==> src/rtl/frame_pkg.sv <==
// Shared constants and helpers for the frame assembler: index-width derivation
// and the saturating drop-counter limits.
package frame_pkg;

  localparam int DROP_CNT_W = 8;
  localparam logic [DROP_CNT_W-1:0] DROP_CNT_MAX = '1;

  // A one-word frame still needs a one-bit index port.
  function automatic int idx_width(input int words);
    return (words > 1) ? $clog2(words) : 1;
  endfunction

endpackage

==> src/rtl/frame_out_reg.sv <==
// One-entry output holding register with a valid/ready handshake; a load is
// accepted whenever the slot is empty or being drained in the same cycle.
module frame_out_reg #(
  parameter int W = 16
) (
  input  logic         clock,
  input  logic         reset_n,
  input  logic         load,
  input  logic [W-1:0] load_data,
  input  logic         out_ready,
  output logic [W-1:0] out_frame,
  output logic         out_valid,
  output logic         load_ok
);

  logic [W-1:0] frame_q, frame_d;
  logic         valid_q, valid_d;

  assign load_ok   = !valid_q || out_ready;
  assign out_frame = frame_q;
  assign out_valid = valid_q;

  // NOTE: every signal assigned here gets a default first, so no latch is inferred.
  always_comb begin
    frame_d = frame_q;
    valid_d = valid_q;
    if (valid_q && out_ready) valid_d = 1'b0;
    if (load) begin
      frame_d = load_data;
      valid_d = 1'b1;
    end
  end

  // NOTE: state is updated with non-blocking assignments so all flops sample together.
  always_ff @(posedge clock or negedge reset_n) begin
    if (!reset_n) begin
      frame_q <= '0;
      valid_q <= 1'b0;
    end else begin
      frame_q <= frame_d;
      valid_q <= valid_d;
    end
  end

endmodule

==> src/rtl/frame_assembler.sv <==
// Collects indexed receive words into a WORDS*WIDTH frame and commits it on the
// frame-done pulse. Define FRAME_ASM_ORDER_CHECK_EN to enforce in-order arrival.
module frame_assembler
  import frame_pkg::*;
#(
  parameter  int WIDTH = 8,
  parameter  int WORDS = 2,
  localparam int IDXW  = idx_width(WORDS)
) (
  input  logic                   clock,
  input  logic                   reset_n,
  input  logic [WIDTH-1:0]       in_data,
  input  logic [IDXW-1:0]        in_index,
  input  logic                   in_sample,
  input  logic                   in_frame_done,
  output logic [WORDS*WIDTH-1:0] out_frame,
  output logic                   out_valid,
  input  logic                   out_ready,
  output logic [DROP_CNT_W-1:0]  drop_count,
  output logic                   err
);

  logic [WIDTH-1:0]       asm_q [WORDS];
  logic [WIDTH-1:0]       asm_d [WORDS];
  logic [WORDS-1:0]       mask_q, mask_d;
  logic [DROP_CNT_W-1:0]  drop_q, drop_d;
  logic                   err_q, err_d;
  logic                   idx_ok, load, load_ok, err_event, drop_event;
  logic [WORDS*WIDTH-1:0] load_data;
`ifdef FRAME_ASM_ORDER_CHECK_EN
  logic [IDXW:0]          exp_q, exp_d;
`endif

  assign idx_ok = int'(in_index) < WORDS;

  always_comb begin
    asm_d      = asm_q;
    mask_d     = mask_q;
    err_event  = 1'b0;
    drop_event = 1'b0;
    load       = 1'b0;
`ifdef FRAME_ASM_ORDER_CHECK_EN
    exp_d      = exp_q;
    if (in_sample) begin
      if (idx_ok && {1'b0, in_index} == exp_q) begin
        asm_d[in_index]  = in_data;
        mask_d[in_index] = 1'b1;
        exp_d            = exp_q + 1'b1;
      end else begin
        // Out-of-order word: discard the partial frame; index 0 starts a new one.
        err_event = 1'b1;
        mask_d    = '0;
        exp_d     = '0;
        if (in_index == '0) begin
          asm_d[0]  = in_data;
          mask_d[0] = 1'b1;
          exp_d     = 1;
        end
      end
    end
`else
    if (in_sample) begin
      if (idx_ok) begin
        asm_d[in_index]  = in_data;
        mask_d[in_index] = 1'b1;
      end else begin
        err_event = 1'b1;
      end
    end
`endif
    // The word sampled alongside the frame-done pulse is already merged above.
    if (in_frame_done) begin
      if (&mask_d && load_ok) begin
        load = 1'b1;
      end else begin
        drop_event = 1'b1;
        err_event  = 1'b1;
      end
      mask_d = '0;
`ifdef FRAME_ASM_ORDER_CHECK_EN
      exp_d  = '0;
`endif
    end
    drop_d = (drop_event && drop_q != DROP_CNT_MAX) ? drop_q + DROP_CNT_W'(1) : drop_q;
    err_d  = err_event;
  end

  always_comb begin
    load_data = '0;
    for (int w = 0; w < WORDS; w++) load_data[w*WIDTH +: WIDTH] = asm_d[w];
  end

  always_ff @(posedge clock or negedge reset_n) begin
    if (!reset_n) begin
      // NOTE: the assembly words are few, so they are reset like any other register.
      for (int w = 0; w < WORDS; w++) asm_q[w] <= '0;
      mask_q <= '0;
      drop_q <= '0;
      err_q  <= 1'b0;
`ifdef FRAME_ASM_ORDER_CHECK_EN
      exp_q  <= '0;
`endif
    end else begin
      for (int w = 0; w < WORDS; w++) asm_q[w] <= asm_d[w];
      mask_q <= mask_d;
      drop_q <= drop_d;
      err_q  <= err_d;
`ifdef FRAME_ASM_ORDER_CHECK_EN
      exp_q  <= exp_d;
`endif
    end
  end

  frame_out_reg #(.W(WORDS*WIDTH)) u_out_reg (
    .clock     (clock),
    .reset_n   (reset_n),
    .load      (load),
    .load_data (load_data),
    .out_ready (out_ready),
    .out_frame (out_frame),
    .out_valid (out_valid),
    .load_ok   (load_ok)
  );

  assign drop_count = drop_q;
  assign err        = err_q;

endmodule

==> config.mk <==
export PLATFORM = sky130hd
export DESIGN_NAME = frame_assembler
export DESIGN_NICKNAME = d
export VERILOG_FILES = /design/src/rtl/frame_pkg.sv /design/src/rtl/frame_out_reg.sv /design/src/rtl/frame_assembler.sv
export SDC_FILE = /design/constraint.sdc
export NUM_CORES = 1
export LEC_CHECK = 0
export BUFFER_PORTS_ARGS = -buffer_cell sky130_fd_sc_hd__buf_2
export CAP_MARGIN = 20
export CORE_AREA = 2 2 63 65
export DETAILED_ROUTE_END_ITERATION = 16
export DIE_AREA = 0 0 65 67
export GPL_TIMING_DRIVEN = 1
export HOLD_SLACK_MARGIN = 0.15
export PLACE_DENSITY = 0.73
export SLEW_MARGIN = 5
export SYNTH_ARGS = -nofsm -noshare
export SYNTH_HDL_FRONTEND = slang
export SYNTH_SLANG_ARGS = --single-unit
==> constraint.sdc <==
create_clock -name clock -period 2.5 [get_ports clock]
set_clock_uncertainty 0.1 [all_clocks]
set_input_delay 0.25 -clock clock [delete_from_list [all_inputs] [get_ports clock]]
set_output_delay 0.25 -clock clock [all_outputs]
set_load 0.05 [all_outputs]
* Word level (Yosys, flattened, before mapping) *
Index checks and enable logic that the tools add are counted.
Widths: inputs -> output; s select.

word-level totals
  output and inout bits = 26
  bits of input ports = 14
  bits in registers = 44

operators by class
  magnitude comparators = 4
  reductions and logical operators = 9
  eq/ne operators = 1
  $add $sub $neg = 1
  bitwise gates (word level) = 2
  muxes and demuxes = 14

operators by type and width
  operator             count
  $bwmux 16            1
  $mux 16              1
  $add 8x1->8 const B  1
  $demux 8 s1          1
  $mux 8               1
  $ne 8x8->1 const B   1
  $mux 1               7
  $logic_and 1x1->1    5
  $mux 2               2
  $ge 2x2->1 const B   1
  $lt 1x2->1 const B   1
  $lt 2x1->1 const B   1
  $not 1->2            1
  $or 2x2->2           1
  $reduce_and 2->1     1
  $reduce_bool 2->1    1
  $demux 1 s1          1
  $ge 1x1->1 const B   1
  $logic_not 1->1      1
  $logic_or 1x1->1     1

* Logic depth before layout (Yosys ltp) *
  depth in word-level cells = 11
  gate-level depth with buffers = 6

* Cells and area by module *
A second synthesis with hierarchy kept.

unflattened totals
  cells, all modules = 122
  area, all modules = 1819.2 um^2

by module, submodules not included
  module           cells each  times used  area an instance (um^2)
  frame_assembler  85          1           1136.1
  frame_out_reg    37          1           683.2

* Worst setup path before layout *
Ideal clock, no wire load.

  path kind = register to register
  start = register u_out_reg.valid_q, in the netlist u_out_reg.out_valid
  end = register drop_q[6], in the netlist drop_count[6]
  slack = 0.564 ns
  cell stages (with the launch flop) = 6
  clock period less this slack = 1.936 ns
  setup time = 0.125 ns
  buffers on the path = 0
  data arrival time = 1.711 ns
  path through = dfrtp_1 -> and2b_1 -> o21ai_0 -> nor2_1 -> nand4_1 -> mux2_2

on the way
  cells in the longest elaborated chain, start to end = 6

ends and longest elaborated chain
  element                 RTL line                text
  from (decl)             frame_out_reg.sv:17     logic valid_q, valid_d;
  from (signal assigned)  frame_out_reg.sv:41     valid_q <= valid_d;
  $logic_not 1->1         frame_out_reg.sv:19     assign load_ok = !valid_q || out_ready;
  $logic_or 1x1->1        frame_out_reg.sv:19
  $logic_and 1x1->1       frame_assembler.sv:73   if (&mask_d && load_ok) begin
  $mux 1                  frame_assembler.sv:73
  $mux 1                  frame_assembler.sv:72   if (in_frame_done) begin
  via drop_event          frame_assembler.sv:28   logic idx_ok, load, load_ok, err_event, drop_event;
  $logic_and 1x1->1       frame_assembler.sv:84   drop_d = (drop_event && drop_q != DROP_CNT_MAX) ? drop_q + DROP_CNT_W'(1) : drop_q;
  to (signal assigned)    frame_assembler.sv:106  drop_q <= drop_d;
  to (decl)               frame_assembler.sv:26   logic [DROP_CNT_W-1:0] drop_q, drop_d;

The timed path passes the listed nets, and every way through them passes these cells.
A chain may end at the register's enable or synchronous reset.

* Worst setup path in the final report *
  start = register u_out_reg.valid_q, in the netlist u_out_reg.out_valid
  end = register u_out_reg.frame_q[2], in the netlist u_out_reg.out_frame[2]

on the way
  cells in the longest elaborated chain, start to end = 5

ends and longest elaborated chain
  element               RTL line               text
  $logic_not 1->1       frame_out_reg.sv:19
  $logic_or 1x1->1      frame_out_reg.sv:19
  $logic_and 1x1->1     frame_assembler.sv:73
  $mux 1                frame_assembler.sv:73
  $mux 1                frame_assembler.sv:72
  to (signal assigned)  frame_out_reg.sv:40    frame_q <= frame_d;
  to (decl)             frame_out_reg.sv:16    logic [W-1:0] frame_q, frame_d;

Every way passes these cells.

==> impl_metrics.ini <==
[logic_synthesis]
synth_fa_ha_area_share_pct = 0.701
syn_area_um2 = 1780
yosysSeqAreaShare_pct = 61.7
synth_top_family_by_area = multiplexers
syn_inst = 116
synth-seq-cells = 44
ys_top_cells_by_area = dfrtp_1 (62%), mux2_2 (16%), mux2_4 (7.6%), xnor2_1 (2.0%), buf_6 (1.3%)
synthMuxAreaShare_pct = 23.9
synth_top_area_share_pct = 61.7
synth_simple_gate_area_share_pct = 7.50
avgSynthCellArea_um2 = 15.4
synth_cell_type_count = 26
yosysTopAreaCell = dfrtp_1
syn-num-nets = 131
synth_xor_area_share_pct = 2.45
synth_compound_area_share_pct = 1.75
ys_warn_count = 0

[pwr]
p_total_uw = 2630
irDropWorstVdd_uv = 856
leakage_uw = 0.00105
pwr_density_cell_nw_per_um2 = 1190

[setup_path]
end_kind = register
cp_cell_sequence = and2b_1, and3b_1, mux2_2
timing.rr.start = u_out_reg.out_valid
critPathTopFamily = simple AND/OR/NAND/NOR gates
worst-path-stages = 3
worst-path-max-fanout = 17
r2r-end = u_out_reg.out_frame[2]
slowest_stage = and3b_1
crit_end = u_out_reg.out_frame[2]
worst_ep_required_time_ns = 2.57
r2r_cells = 3
cp.buffers_inverters = 0
rrSetupSlack_ns = 0.45
start_kind = register
cp-startpoint = u_out_reg.out_valid
slowest_delay_ns = 0.84
crit_type = reg2reg
crit_arrival_ns = 2.12

[route]
vias = 1114
drtIter0Drc = 34
wl_per_cell_um = 14.4
viasPerCell = 5.09
routed_wl_mm = 3.16
drc = 0
antenna_left = 0
dr.pass1.iters = 4

[final_layout]
nFillCells = 303
antenna_cells = 0
syn_to_final_growth_pct = 24.2
drive_gt1_share_pct = 48.5
seq_area_um2 = 1100
multiInputGateArea_um2 = 648
nNetsFinal = 185
fin_cells = 219

[placement]
dp.cells = 200
io_buffers = 39
dpl_worst_slack_ns = 0.368
dp_hpwl_mm = 2.17
gp_congestion = 0.725

[timing]
finalCritPeriodShare_pct = 82.0
finalSetupViolations = 0
whs_ns = 0.357
max_freq_ghz = 0.488
rsz0062_at_grt = false
tightest_slew_ns = 0.940
fin_tns_setup_ns = 0
hold_violations = 0
slew_violations = 0
fin_crit_ns = 2.05
fin_ws_ns = 0.451
slew_headroom_pct = 37.3

[die]
rows = 22
start_util_pct = 49.5
die_x_um = 65
core-area_um2 = 3610
pin_count = 40
die_height_um = 67
dieArea_um2 = 4360

[cts]
h-tree-depth = 2
clkLatencyLatePin_ns = 0.29
cts-resized-gates = 0
cts_setup_buffers = 0
numCtsBuffers = 5
cts_root_buf = clkbuf_8
clk_pin_slew_ns = 0.08
cts_buffer_depth = 2
hold_buffers = 11
cts_tree = yes
clock_sinks = 44

[run]
drv_cap = 0

[global_routing]
grt_pass1_wl_mm = 5.37
grt_max_degree = 45
grt_pass1_vias = 1153
gr-total-overflow = 0
grt_antenna_before_repair = 0
grt_usage_pct = 16.7

[outcome]
status = finished, final reports clean

[worst_hold_path]
hold_class = in2reg
metal layers:
metal	vias up	global-route usage [%]	part of all wire, %
met5	-	0	0
met4	0	5.59	1.4
met3	6	5.41	5.6
met2	35	30.4	52
met1	560	18.4	41
li1	513	-	-
how the worst min path moves through the flow:
stage              start                 endpoint  cells after the start
4_1_cts        out_ready      u_out_reg.out_valid                      3
3_3_place_gp     reset_n  u_out_reg.out_frame[15]                      1
5_1_grt        out_ready      u_out_reg.out_valid                      3
6_report       out_ready      u_out_reg.out_valid                      3
3_5_place_dp     reset_n   u_out_reg.out_frame[7]                      1
2_1_floorplan    reset_n                 asm_q[0]                      0
sequential cells by signal, summed over array words and instances (netlist names):
| signal | cells |
|---|---|
| asm_q | 16 |
| drop_count | 8 |
| err | 1 |
| mask_q | 2 |
| u_out_reg.out_frame | 16 |
| u_out_reg.out_valid | 1 |
logic make-up (layout without fill, tap and decap cells):
family | count (synthesis) | in the layout
compound gates | 6 | 6
xor+xnor | 5 | 5
fa+ha+maj | 1 | 1
buf+inv | 5 | 60
flops | 44 | 44
mux | 35 | 35
simple gates | 20 | 20
where the power goes:
group | internal (uW) | total [uW] | switching (uW)
registers | 917 | 1060 | 138
logic | 342 | 1130 | 787
clock network | 224 | 442 | 218
cell usage after synthesis:
library cell,instances
nand4_1,3
and4_1,2
mux2_2,25
ha_1,1
dfrtp_1,44
nor2_1,2
nor3_4,1
buf_2,1
xor2_1,1
nand2b_1,2
a31oi_1,1
and3b_1,1
o21ai_1,1
inv_1,2
nor3_2,1
nand3_1,1
a21oi_1,3
and3_1,2
mux2i_1,1
and2b_1,1
mux2_4,9
o21ai_0,1
or2_2,1
nand2_1,3
xnor2_1,4
buf_6,2
layout make-up:
type	instances	area share [%]
clock buffer	7	3.90
clock inverter	1	0.339
inverter	2	0.339
multi-input combinational	67	29.2
sequential	44	49.7
tap	48	2.71
timing repair buffer	50	13.8
worst register-to-register path: stages (launching register included):
cell	delay [ns]
dfrtp_1	0.37
and2b_1	0.19
and3b_1	0.84
mux2_2	0.42
cells in the final DEF, fill, tap and decap left out, types with 3 or more instances in the layout:
cell,synthesis,final
clkbuf_8,0,6
a21oi_1,3,3
nand4_1,3,3
dfrtp_1,44,44
mux2_2,25,25
mux2_4,9,9
buf_2,1,39
xnor2_1,4,4
nand2_1,3,3
dlygate4sd3_1,0,11
stage by stage:
stage / area [um^2] / utilization (%)
final: 2220 / 61.5
after global routing: 2220 / 61.5
after CTS: 2220 / 61.5
after detailed placement: 2010 / 55.8
after global placement: 2010 / 55.8
after floorplan: 1780 / -
Power figures use the tool's default switching activity.
